$ cat config.mk
export PLATFORM = sky130hd
export DESIGN_NAME = butterfly2_pipe_flat
export DESIGN_NICKNAME = d
export VERILOG_FILES = /design/src/rtl/butterfly2_pipe_if.sv /design/src/rtl/butterfly2_pipe.sv /design/src/flat_wrapper.sv
export SDC_FILE = /design/constraint.sdc
export NUM_CORES = 2
export LEC_CHECK = 0
export ABC_AREA = 1
export CAP_MARGIN = 10
export CORE_ASPECT_RATIO = 0.6
export CORE_UTILIZATION = 40
export CTS_CLUSTER_DIAMETER = 200
export DETAILED_ROUTE_END_ITERATION = 7
export GPL_TIMING_DRIVEN = 0
export PLACE_DENSITY = 0.59
export RECOVER_POWER = 100
export SETUP_SLACK_MARGIN = 0.1
export SYNTH_ARGS = -nofsm -noshare
export SYNTH_HDL_FRONTEND = slang
export SYNTH_SLANG_ARGS = --single-unit
$ cat constraint.sdc
create_clock -name i_clk -period 4.1 [get_ports i_clk]
set_clock_uncertainty 0.15 [all_clocks]
set_input_delay 0.82 -clock i_clk [delete_from_list [all_inputs] [get_ports i_clk]]
set_output_delay 0.82 -clock i_clk [all_outputs]
set_load 0.1 [all_outputs]
$ cat src/rtl/butterfly2_pipe_if.sv
// Handshake and data bundle for the streaming radix-2 butterfly.
// Ports: i_valid/o_ready operand handshake; A, B, twiddle and mode bits in;
//        o_valid/i_ready result handshake; out0/out1, sticky o_ovf and its clear.
interface butterfly2_pipe_if #(
  parameter int WORD_SIZE = 16
);
  logic                 i_valid;
  logic                 o_ready;
  logic [WORD_SIZE-1:0] i_in0_re;
  logic [WORD_SIZE-1:0] i_in0_im;
  logic [WORD_SIZE-1:0] i_in1_re;
  logic [WORD_SIZE-1:0] i_in1_im;
  logic [WORD_SIZE-1:0] i_twiddle_re;
  logic [WORD_SIZE-1:0] i_twiddle_im;
  logic                 i_inverse;
  logic                 i_scale;
  logic                 o_valid;
  logic                 i_ready;
  logic [WORD_SIZE-1:0] o_out0_re;
  logic [WORD_SIZE-1:0] o_out0_im;
  logic [WORD_SIZE-1:0] o_out1_re;
  logic [WORD_SIZE-1:0] o_out1_im;
  logic                 o_ovf;
  logic                 i_clr_ovf;

  // Producer/consumer side (drives operands, receives results).
  modport master (
    output i_valid, i_in0_re, i_in0_im, i_in1_re, i_in1_im,
           i_twiddle_re, i_twiddle_im, i_inverse, i_scale, i_ready, i_clr_ovf,
    input  o_ready, o_valid, o_out0_re, o_out0_im, o_out1_re, o_out1_im, o_ovf
  );

  // Butterfly side.
  modport slave (
    input  i_valid, i_in0_re, i_in0_im, i_in1_re, i_in1_im,
           i_twiddle_re, i_twiddle_im, i_inverse, i_scale, i_ready, i_clr_ovf,
    output o_ready, o_valid, o_out0_re, o_out0_im, o_out1_re, o_out1_im, o_ovf
  );
endinterface

$ cat src/rtl/butterfly2_pipe.sv
// Purpose: pipelined radix-2 DIT complex butterfly, out0 = A + W'B, out1 = A - W'B.
// Latency: 3 enabled clock edges from input transfer to o_valid; one set per cycle.
// Backpressure: a single enable (!o_valid | i_ready) stalls every stage; o_ready = enable.
// Ports: i_clk, i_rst_n (async active-low); bus carries the operand/result handshakes,
//        operands, twiddle, inverse/scale mode bits, results and the sticky overflow flag.
module butterfly2_pipe #(
  parameter int WORD_SIZE = 16,
  parameter int FRACTION  = 8,
  parameter int ROUND     = 1
) (
  input  logic             i_clk,
  input  logic             i_rst_n,
  butterfly2_pipe_if.slave bus
);

  localparam int W  = WORD_SIZE;
  localparam int PW = 2 * W;      // product width
  localparam int SW = 2 * W + 1;  // stage-2 sum width, also reused for stage-3 math

  localparam logic signed [SW-1:0] RND2 = (ROUND != 0) ? (SW'(1) << (FRACTION - 1)) : '0;
  localparam logic signed [SW-1:0] RND3 = (ROUND != 0) ? SW'(1) : '0;
  localparam logic signed [SW-1:0] MAXV = {{(W + 2){1'b0}}, {(W - 1){1'b1}}};
  localparam logic signed [SW-1:0] MINV = {{(W + 2){1'b1}}, {(W - 1){1'b0}}};

  // Returns {saturated, value} for a W-bit signed result.
  function automatic logic [W:0] sat_w(input logic signed [SW-1:0] v);
    logic [W:0] r;
    if (v > MAXV)      r = {1'b1, 1'b0, {(W - 1){1'b1}}};
    else if (v < MINV) r = {1'b1, 1'b1, {(W - 1){1'b0}}};
    else               r = {1'b0, v[W-1:0]};
    return r;
  endfunction

  // A +/- P; the halved path cannot exceed W bits so its flag is always clear.
  function automatic logic [W:0] stage3(input logic signed [W-1:0] a,
                                        input logic signed [W-1:0] p,
                                        input logic sub, input logic scale);
    logic signed [SW-1:0] a_x;
    logic signed [SW-1:0] p_x;
    logic signed [SW-1:0] s;
    a_x = {{(W + 1){a[W-1]}}, a};
    p_x = {{(W + 1){p[W-1]}}, p};
    s   = sub ? (a_x - p_x) : (a_x + p_x);
    if (scale) s = (s + RND3) >>> 1;
    return sat_w(s);
  endfunction

  logic en;

  // stage 1: A, scale bit, four partial products
  logic                 s1_vld_q, s1_vld_d;
  logic signed [W-1:0]  s1_a_re_q, s1_a_re_d, s1_a_im_q, s1_a_im_d;
  logic                 s1_scale_q, s1_scale_d;
  logic signed [PW-1:0] s1_rr_q, s1_rr_d, s1_ii_q, s1_ii_d;
  logic signed [PW-1:0] s1_ri_q, s1_ri_d, s1_ir_q, s1_ir_d;
  // stage 2: A, scale bit, rounded/saturated W'B
  logic                 s2_vld_q, s2_vld_d;
  logic signed [W-1:0]  s2_a_re_q, s2_a_re_d, s2_a_im_q, s2_a_im_d;
  logic                 s2_scale_q, s2_scale_d;
  logic signed [W-1:0]  s2_p_re_q, s2_p_re_d, s2_p_im_q, s2_p_im_d;
  // stage 3: results
  logic                 out_vld_q, out_vld_d;
  logic [W-1:0]         out0_re_q, out0_re_d, out0_im_q, out0_im_d;
  logic [W-1:0]         out1_re_q, out1_re_d, out1_im_q, out1_im_d;
  logic                 ovf_q, ovf_d;

  // combinational intermediates
  logic signed [PW-1:0] b_re_x, b_im_x, w_re_x, w_im_x;
  logic signed [SW-1:0] sum_re, sum_im;
  logic [W:0]           p_re_sat, p_im_sat;
  logic [W:0]           r0_re, r0_im, r1_re, r1_im;
  logic                 sat2, sat3;

  always_comb begin
    en = !out_vld_q | bus.i_ready;

    // Stage 1 math. Widening the twiddle before negation lets the most
    // negative value conjugate to its exact positive counterpart.
    b_re_x = {{W{bus.i_in1_re[W-1]}}, bus.i_in1_re};
    b_im_x = {{W{bus.i_in1_im[W-1]}}, bus.i_in1_im};
    w_re_x = {{W{bus.i_twiddle_re[W-1]}}, bus.i_twiddle_re};
    w_im_x = {{W{bus.i_twiddle_im[W-1]}}, bus.i_twiddle_im};
    if (bus.i_inverse) w_im_x = -w_im_x;

    // Stage 2 math: differences of two PW-bit products need one extra bit.
    sum_re   = {s1_rr_q[PW-1], s1_rr_q} - {s1_ii_q[PW-1], s1_ii_q} + RND2;
    sum_im   = {s1_ri_q[PW-1], s1_ri_q} + {s1_ir_q[PW-1], s1_ir_q} + RND2;
    p_re_sat = sat_w(sum_re >>> FRACTION);
    p_im_sat = sat_w(sum_im >>> FRACTION);
    sat2     = s1_vld_q & (p_re_sat[W] | p_im_sat[W]);

    // Stage 3 math
    r0_re = stage3(s2_a_re_q, s2_p_re_q, 1'b0, s2_scale_q);
    r0_im = stage3(s2_a_im_q, s2_p_im_q, 1'b0, s2_scale_q);
    r1_re = stage3(s2_a_re_q, s2_p_re_q, 1'b1, s2_scale_q);
    r1_im = stage3(s2_a_im_q, s2_p_im_q, 1'b1, s2_scale_q);
    sat3  = s2_vld_q & (r0_re[W] | r0_im[W] | r1_re[W] | r1_im[W]);

    // hold by default
    s1_vld_d   = s1_vld_q;   s1_a_re_d  = s1_a_re_q;  s1_a_im_d = s1_a_im_q;
    s1_scale_d = s1_scale_q;
    s1_rr_d    = s1_rr_q;    s1_ii_d    = s1_ii_q;
    s1_ri_d    = s1_ri_q;    s1_ir_d    = s1_ir_q;
    s2_vld_d   = s2_vld_q;   s2_a_re_d  = s2_a_re_q;  s2_a_im_d = s2_a_im_q;
    s2_scale_d = s2_scale_q; s2_p_re_d  = s2_p_re_q;  s2_p_im_d = s2_p_im_q;
    out_vld_d  = out_vld_q;
    out0_re_d  = out0_re_q;  out0_im_d  = out0_im_q;
    out1_re_d  = out1_re_q;  out1_im_d  = out1_im_q;
    ovf_d      = ovf_q;

    if (en) begin
      s1_vld_d   = bus.i_valid;
      s1_a_re_d  = bus.i_in0_re;
      s1_a_im_d  = bus.i_in0_im;
      s1_scale_d = bus.i_scale;
      // Both operands fit in W+1 significant bits, so PW-bit products are exact.
      s1_rr_d    = b_re_x * w_re_x;
      s1_ii_d    = b_im_x * w_im_x;
      s1_ri_d    = b_re_x * w_im_x;
      s1_ir_d    = b_im_x * w_re_x;

      s2_vld_d   = s1_vld_q;
      s2_a_re_d  = s1_a_re_q;
      s2_a_im_d  = s1_a_im_q;
      s2_scale_d = s1_scale_q;
      s2_p_re_d  = p_re_sat[W-1:0];
      s2_p_im_d  = p_im_sat[W-1:0];

      out_vld_d  = s2_vld_q;
      out0_re_d  = r0_re[W-1:0];
      out0_im_d  = r0_im[W-1:0];
      out1_re_d  = r1_re[W-1:0];
      out1_im_d  = r1_im[W-1:0];
    end

    // set wins over clear
    if (bus.i_clr_ovf) ovf_d = 1'b0;
    if (en && (sat2 || sat3)) ovf_d = 1'b1;
  end

  always_ff @(posedge i_clk or negedge i_rst_n) begin
    if (!i_rst_n) begin
      s1_vld_q   <= 1'b0; s1_a_re_q <= '0; s1_a_im_q <= '0; s1_scale_q <= 1'b0;
      s1_rr_q    <= '0;   s1_ii_q   <= '0; s1_ri_q   <= '0; s1_ir_q    <= '0;
      s2_vld_q   <= 1'b0; s2_a_re_q <= '0; s2_a_im_q <= '0; s2_scale_q <= 1'b0;
      s2_p_re_q  <= '0;   s2_p_im_q <= '0;
      out_vld_q  <= 1'b0;
      out0_re_q  <= '0;   out0_im_q <= '0; out1_re_q <= '0; out1_im_q <= '0;
      ovf_q      <= 1'b0;
    end else begin
      s1_vld_q   <= s1_vld_d;   s1_a_re_q <= s1_a_re_d; s1_a_im_q <= s1_a_im_d;
      s1_scale_q <= s1_scale_d;
      s1_rr_q    <= s1_rr_d;    s1_ii_q   <= s1_ii_d;
      s1_ri_q    <= s1_ri_d;    s1_ir_q   <= s1_ir_d;
      s2_vld_q   <= s2_vld_d;   s2_a_re_q <= s2_a_re_d; s2_a_im_q <= s2_a_im_d;
      s2_scale_q <= s2_scale_d; s2_p_re_q <= s2_p_re_d; s2_p_im_q <= s2_p_im_d;
      out_vld_q  <= out_vld_d;
      out0_re_q  <= out0_re_d;  out0_im_q <= out0_im_d;
      out1_re_q  <= out1_re_d;  out1_im_q <= out1_im_d;
      ovf_q      <= ovf_d;
    end
  end

  assign bus.o_ready   = en;
  assign bus.o_valid   = out_vld_q;
  assign bus.o_out0_re = out0_re_q;
  assign bus.o_out0_im = out0_im_q;
  assign bus.o_out1_re = out1_re_q;
  assign bus.o_out1_im = out1_im_q;
  assign bus.o_ovf     = ovf_q;

endmodule

$ cat src/flat_wrapper.sv
// flat-port wrapper written by rule: the top's interface ports become plain ports
module butterfly2_pipe_flat 
#(
  parameter int WORD_SIZE = 16,
  parameter int FRACTION  = 8,
  parameter int ROUND     = 1
)
  (i_clk, i_rst_n, bus_i_valid, bus_i_in0_re, bus_i_in0_im, bus_i_in1_re, bus_i_in1_im, bus_i_twiddle_re, bus_i_twiddle_im, bus_i_inverse, bus_i_scale, bus_i_ready, bus_i_clr_ovf, bus_o_ready, bus_o_valid, bus_o_out0_re, bus_o_out0_im, bus_o_out1_re, bus_o_out1_im, bus_o_ovf);
  butterfly2_pipe_if #(.WORD_SIZE(WORD_SIZE)) bus_i ();
  input  logic i_clk;
  input  logic i_rst_n;
  input wire logic [$bits(bus_i.i_valid)-1:0] bus_i_valid;
  input wire logic [$bits(bus_i.i_in0_re)-1:0] bus_i_in0_re;
  input wire logic [$bits(bus_i.i_in0_im)-1:0] bus_i_in0_im;
  input wire logic [$bits(bus_i.i_in1_re)-1:0] bus_i_in1_re;
  input wire logic [$bits(bus_i.i_in1_im)-1:0] bus_i_in1_im;
  input wire logic [$bits(bus_i.i_twiddle_re)-1:0] bus_i_twiddle_re;
  input wire logic [$bits(bus_i.i_twiddle_im)-1:0] bus_i_twiddle_im;
  input wire logic [$bits(bus_i.i_inverse)-1:0] bus_i_inverse;
  input wire logic [$bits(bus_i.i_scale)-1:0] bus_i_scale;
  input wire logic [$bits(bus_i.i_ready)-1:0] bus_i_ready;
  input wire logic [$bits(bus_i.i_clr_ovf)-1:0] bus_i_clr_ovf;
  output wire logic [$bits(bus_i.o_ready)-1:0] bus_o_ready;
  output wire logic [$bits(bus_i.o_valid)-1:0] bus_o_valid;
  output wire logic [$bits(bus_i.o_out0_re)-1:0] bus_o_out0_re;
  output wire logic [$bits(bus_i.o_out0_im)-1:0] bus_o_out0_im;
  output wire logic [$bits(bus_i.o_out1_re)-1:0] bus_o_out1_re;
  output wire logic [$bits(bus_i.o_out1_im)-1:0] bus_o_out1_im;
  output wire logic [$bits(bus_i.o_ovf)-1:0] bus_o_ovf;
  assign bus_i.i_valid = bus_i_valid;
  assign bus_i.i_in0_re = bus_i_in0_re;
  assign bus_i.i_in0_im = bus_i_in0_im;
  assign bus_i.i_in1_re = bus_i_in1_re;
  assign bus_i.i_in1_im = bus_i_in1_im;
  assign bus_i.i_twiddle_re = bus_i_twiddle_re;
  assign bus_i.i_twiddle_im = bus_i_twiddle_im;
  assign bus_i.i_inverse = bus_i_inverse;
  assign bus_i.i_scale = bus_i_scale;
  assign bus_i.i_ready = bus_i_ready;
  assign bus_i.i_clr_ovf = bus_i_clr_ovf;
  assign bus_o_ready = bus_i.o_ready;
  assign bus_o_valid = bus_i.o_valid;
  assign bus_o_out0_re = bus_i.o_out0_re;
  assign bus_o_out0_im = bus_i.o_out0_im;
  assign bus_o_out1_re = bus_i.o_out1_re;
  assign bus_o_out1_im = bus_i.o_out1_im;
  assign bus_o_ovf = bus_i.o_ovf;
  butterfly2_pipe #(.WORD_SIZE(WORD_SIZE), .FRACTION(FRACTION), .ROUND(ROUND)) u_core (.i_clk(i_clk), .i_rst_n(i_rst_n), .bus(bus_i));
endmodule
==> summary.md <==
| Metric | Value |
|---|---|
| GRT overflow | `0` |
| Worst path slowest cell | `fa_1` |
| CTS Hold Bufs | `0` |
| Sequential cell area | `7360 um2` |
| Worst r2r src | `u_core.s1_ii_q[13]` |
| RePlAce Congestion | `1.02` |
| Syn Area/Cell | `7.55 um2` |
| Setup-failing EPs final | `194` |
| First-pass DRT Iterations | `6` |
| Vias in the first global route | `59800` |
| Nets | `10900` |
| Reg2reg setup slack | `-0.46 ns` |
| Largest net degree at the start of global routing | `117` |
| Input/output buffers | `148` |
| First-pass GRT wire length | `409 mm` |
| Core area | `162000 um2` |
| Htree depth | `1` |
| Hold Path Depth | `2` |
| Status | `complete, but fails checks` |
| Initial antenna violation count | `22` |
| Clock root cell | `clkbuf_16` |
| Worst hold path type | `reg2reg` |
| # rows | `114` |
| Yosys warnings | `0` |
| Final cycle utilization of the critical path | `174%` |
| DRC | `0` |
| Ys async rst share | `100%` |
| WS Path Type | `in2reg` |
| Failing checks | `max-capacitance violations, max-slew violations, negative setup slack` |
| Max clock buf depth | `3` |
| Prevailing post-synth register cell | `dfrtp_1` |
| Post-synth EDFFs | `0` |
| Post-Route WL | `282 mm` |
| Pins Over Slew Limit | `213` |
| CP Max Fanout | `6` |
| Crit start category | `primary input` |
| Avg WL per Cell | `25.0 um` |
| Final hold slack | `0.317 ns` |
| Synth top area cells | `fa_1, nand2_1, inv_1` |
| CTS clk-pin slew, worst paths | `0.07 ns` |
| Commonest cells post-synth | `nand2_1, inv_1, fa_1` |
| DP Wirelength | `234 mm` |
| RR Endpoint | `u_core.s2_p_re_q[10]` |
| Area leader, netlist | `fa_1` |
| Fillers | `15600` |
| Final worst setup slack | `-3.05 ns` |
| Worst R2R Path Depth | `16` |
| Hold Violations, Final | `0` |
| Die area | `165000 um2` |
| Post-synth top area share | `34.8%` |
| Io pins | `170` |
| Clock Latency Late Sink | `0.65 ns` |
| Initial core utilization | `40.4%` |
| Syn nets | `10400` |
| Tightest Pin Transition | `2.32 ns` |
| RSZ-0062 raised after global routing | `yes` |
| Worst path max stage delay | `0.57 ns` |
| Share of cells above drive strength 1 | `16.2%` |
| Cells after synthesis | `8654` |
| Yosys reg bits | `294` |
| F_max | `0.140 GHz` |
| Min Tclk post-route | `7.15 ns` |
| Seq/Total Area, Yosys | `11.3%` |
| Most used cell, CP | `fa_1` |
| DR vias/cell | `5.38` |
| CP endpoint kind | `flop` |
| Fin area | `80700 um2` |
| Max Cap Viol | `3` |
| CTS tree | `yes` |
| Area of the multi-input gates | `53600 um2` |
| Die height | `315 um` |
| Post-DP Area | `72300 um2` |
| Critical Path AT | `7.53 ns` |
| Detail Route Antenna Nets | `0` |
| Via count | `60800` |
| Max_slew headroom | `-55.0%` |
| Total global-route track usage | `34.5%` |
| Die span in x | `524 um` |
| Iteration-0 DRC Markers | `6792` |
| Netlist cell types | `59` |
| CTS Buf Count | `29` |
| Mapped Area | `65300 um2` |
| CTS sink cnt | `294` |
| Top-count cell post-synth | `nand2_1` |
| WHS Endpoint | `u_core.s2_a_im_q[11]` |
| WP data required | `4.48 ns` |
| Worst Hold Launch | `u_core.s1_a_im_q[11]` |
| Synthesis-to-layout area growth | `23.5%` |
| Critical Path Start | `bus_i_twiddle_im[6]` |
[stage by stage]
step | setup TNS (ns) | util, % | instances | worst slack (ns)
2_1_floorplan | -181.78 | - | 8654 | -2.77
3_3_place_gp | -3827.43 | 44.7 | 10900 | -11.46
3_5_place_dp | -484.70 | 44.7 | 11000 | -5.79
4_1_cts | -189.15 | 48.7 | 11200 | -2.77
5_1_grt | -275.16 | 49.9 | 11300 | -3.22
6_report | -212.31 | 49.9 | 11300 | -3.05
[state kept, by name, indices dropped and copies added, names as in the netlist, 16 cells and up]
signal,count
u_core.s1_ri_q,32
u_core.s2_a_im_q,16
u_core.s2_p_re_q,16
u_core.bus.o_out1_im,16
u_core.bus.o_out0_re,16
u_core.s1_a_re_q,16
u_core.s2_a_re_q,16
u_core.s2_p_im_q,16
u_core.s1_rr_q,32
u_core.bus.o_out0_im,16
u_core.s1_ir_q,32
u_core.s1_a_im_q,16
u_core.bus.o_out1_re,16
u_core.s1_ii_q,32
[timing repair]
item                       4_1_cts  5_1_grt
gates resized for setup       1058      368
setup endpoints to repair      225      198
gates cloned                     4        6
buffers inserted               182       91
pin swaps                      241      191
[worst max-delay path by stage]
stage	to	cells after the start
detailed placement	u_core.s1_ii_q[31]	28
floorplan	u_core.s1_ii_q[30]	32
global route	u_core.s1_ii_q[30]	33
CTS	u_core.s1_ii_q[30]	34
finish	u_core.s1_ii_q[30]	34
global placement	u_core.s1_rr_q[26]	1
[cells by family after synthesis]
logic type	Yosys count	share of synthesized area, %
buffers and inverters	2335	13.6
XOR/XNOR	177	2.42
AO/OA/AOI/OAI	763	6.61
flip-flops	294	11.3
AND/OR/NAND/NOR	3405	20.9
adder cells (fa/ha/maj)	1680	45.2
[per-layer routing]
metal / vias up / GRT usage [%] / share of wire (%)
met5: - / 0.518 / 0.15
met2: 3383 / 41.4 / 34
met1: 30300 / 53.9 / 46
met4: 24 / 6.01 / 2.2
met3: 341 / 16.7 / 17
li1: 26700 / - / -
[worst max-delay path, delay by kind of cell]
| family | cells | cell delay (ns) |
|---|---|---|
| AO/OA/AOI/OAI | 2 | 0.15 |
| adder cells (fa/ha/maj) | 7 | 3.52 |
| buffers and inverters | 7 | 0.77 |
| AND/OR/NAND/NOR | 18 | 2.21 |
[cells in the final DEF, fill, tap and decap left out, types with 170 or more instances in the layout]
| cell | instances |
|---|---|
| inv_1 | 1874 |
| ha_1 | 430 |
| o21ai_0 | 170 |
| nor2_1 | 578 |
| a21oi_1 | 192 |
| nand3_1 | 215 |
| dfrtp_1 | 292 |
| buf_4 | 235 |
| nand2_1 | 2169 |
| fa_1 | 1074 |
[area by class of cell]
| class | instances | area share [%] |
|---|---|---|
| Multi-Input combinational cell | 6026 | 66.4 |
| Inverter | 2006 | 9.55 |
| Sequential cell | 294 | 9.12 |
| Timing Repair Buffer | 435 | 5.27 |
| Buffer | 329 | 5.04 |
| Tap cell | 2146 | 3.33 |
| Clock buffer | 35 | 0.990 |
| Clock inverter | 17 | 0.247 |
| Antenna cell | 5 | 0.0155 |
Power is left out: the tool's default activity adds up to more than one toggle a clock period on the data nets, which glitch-free logic cannot reach.
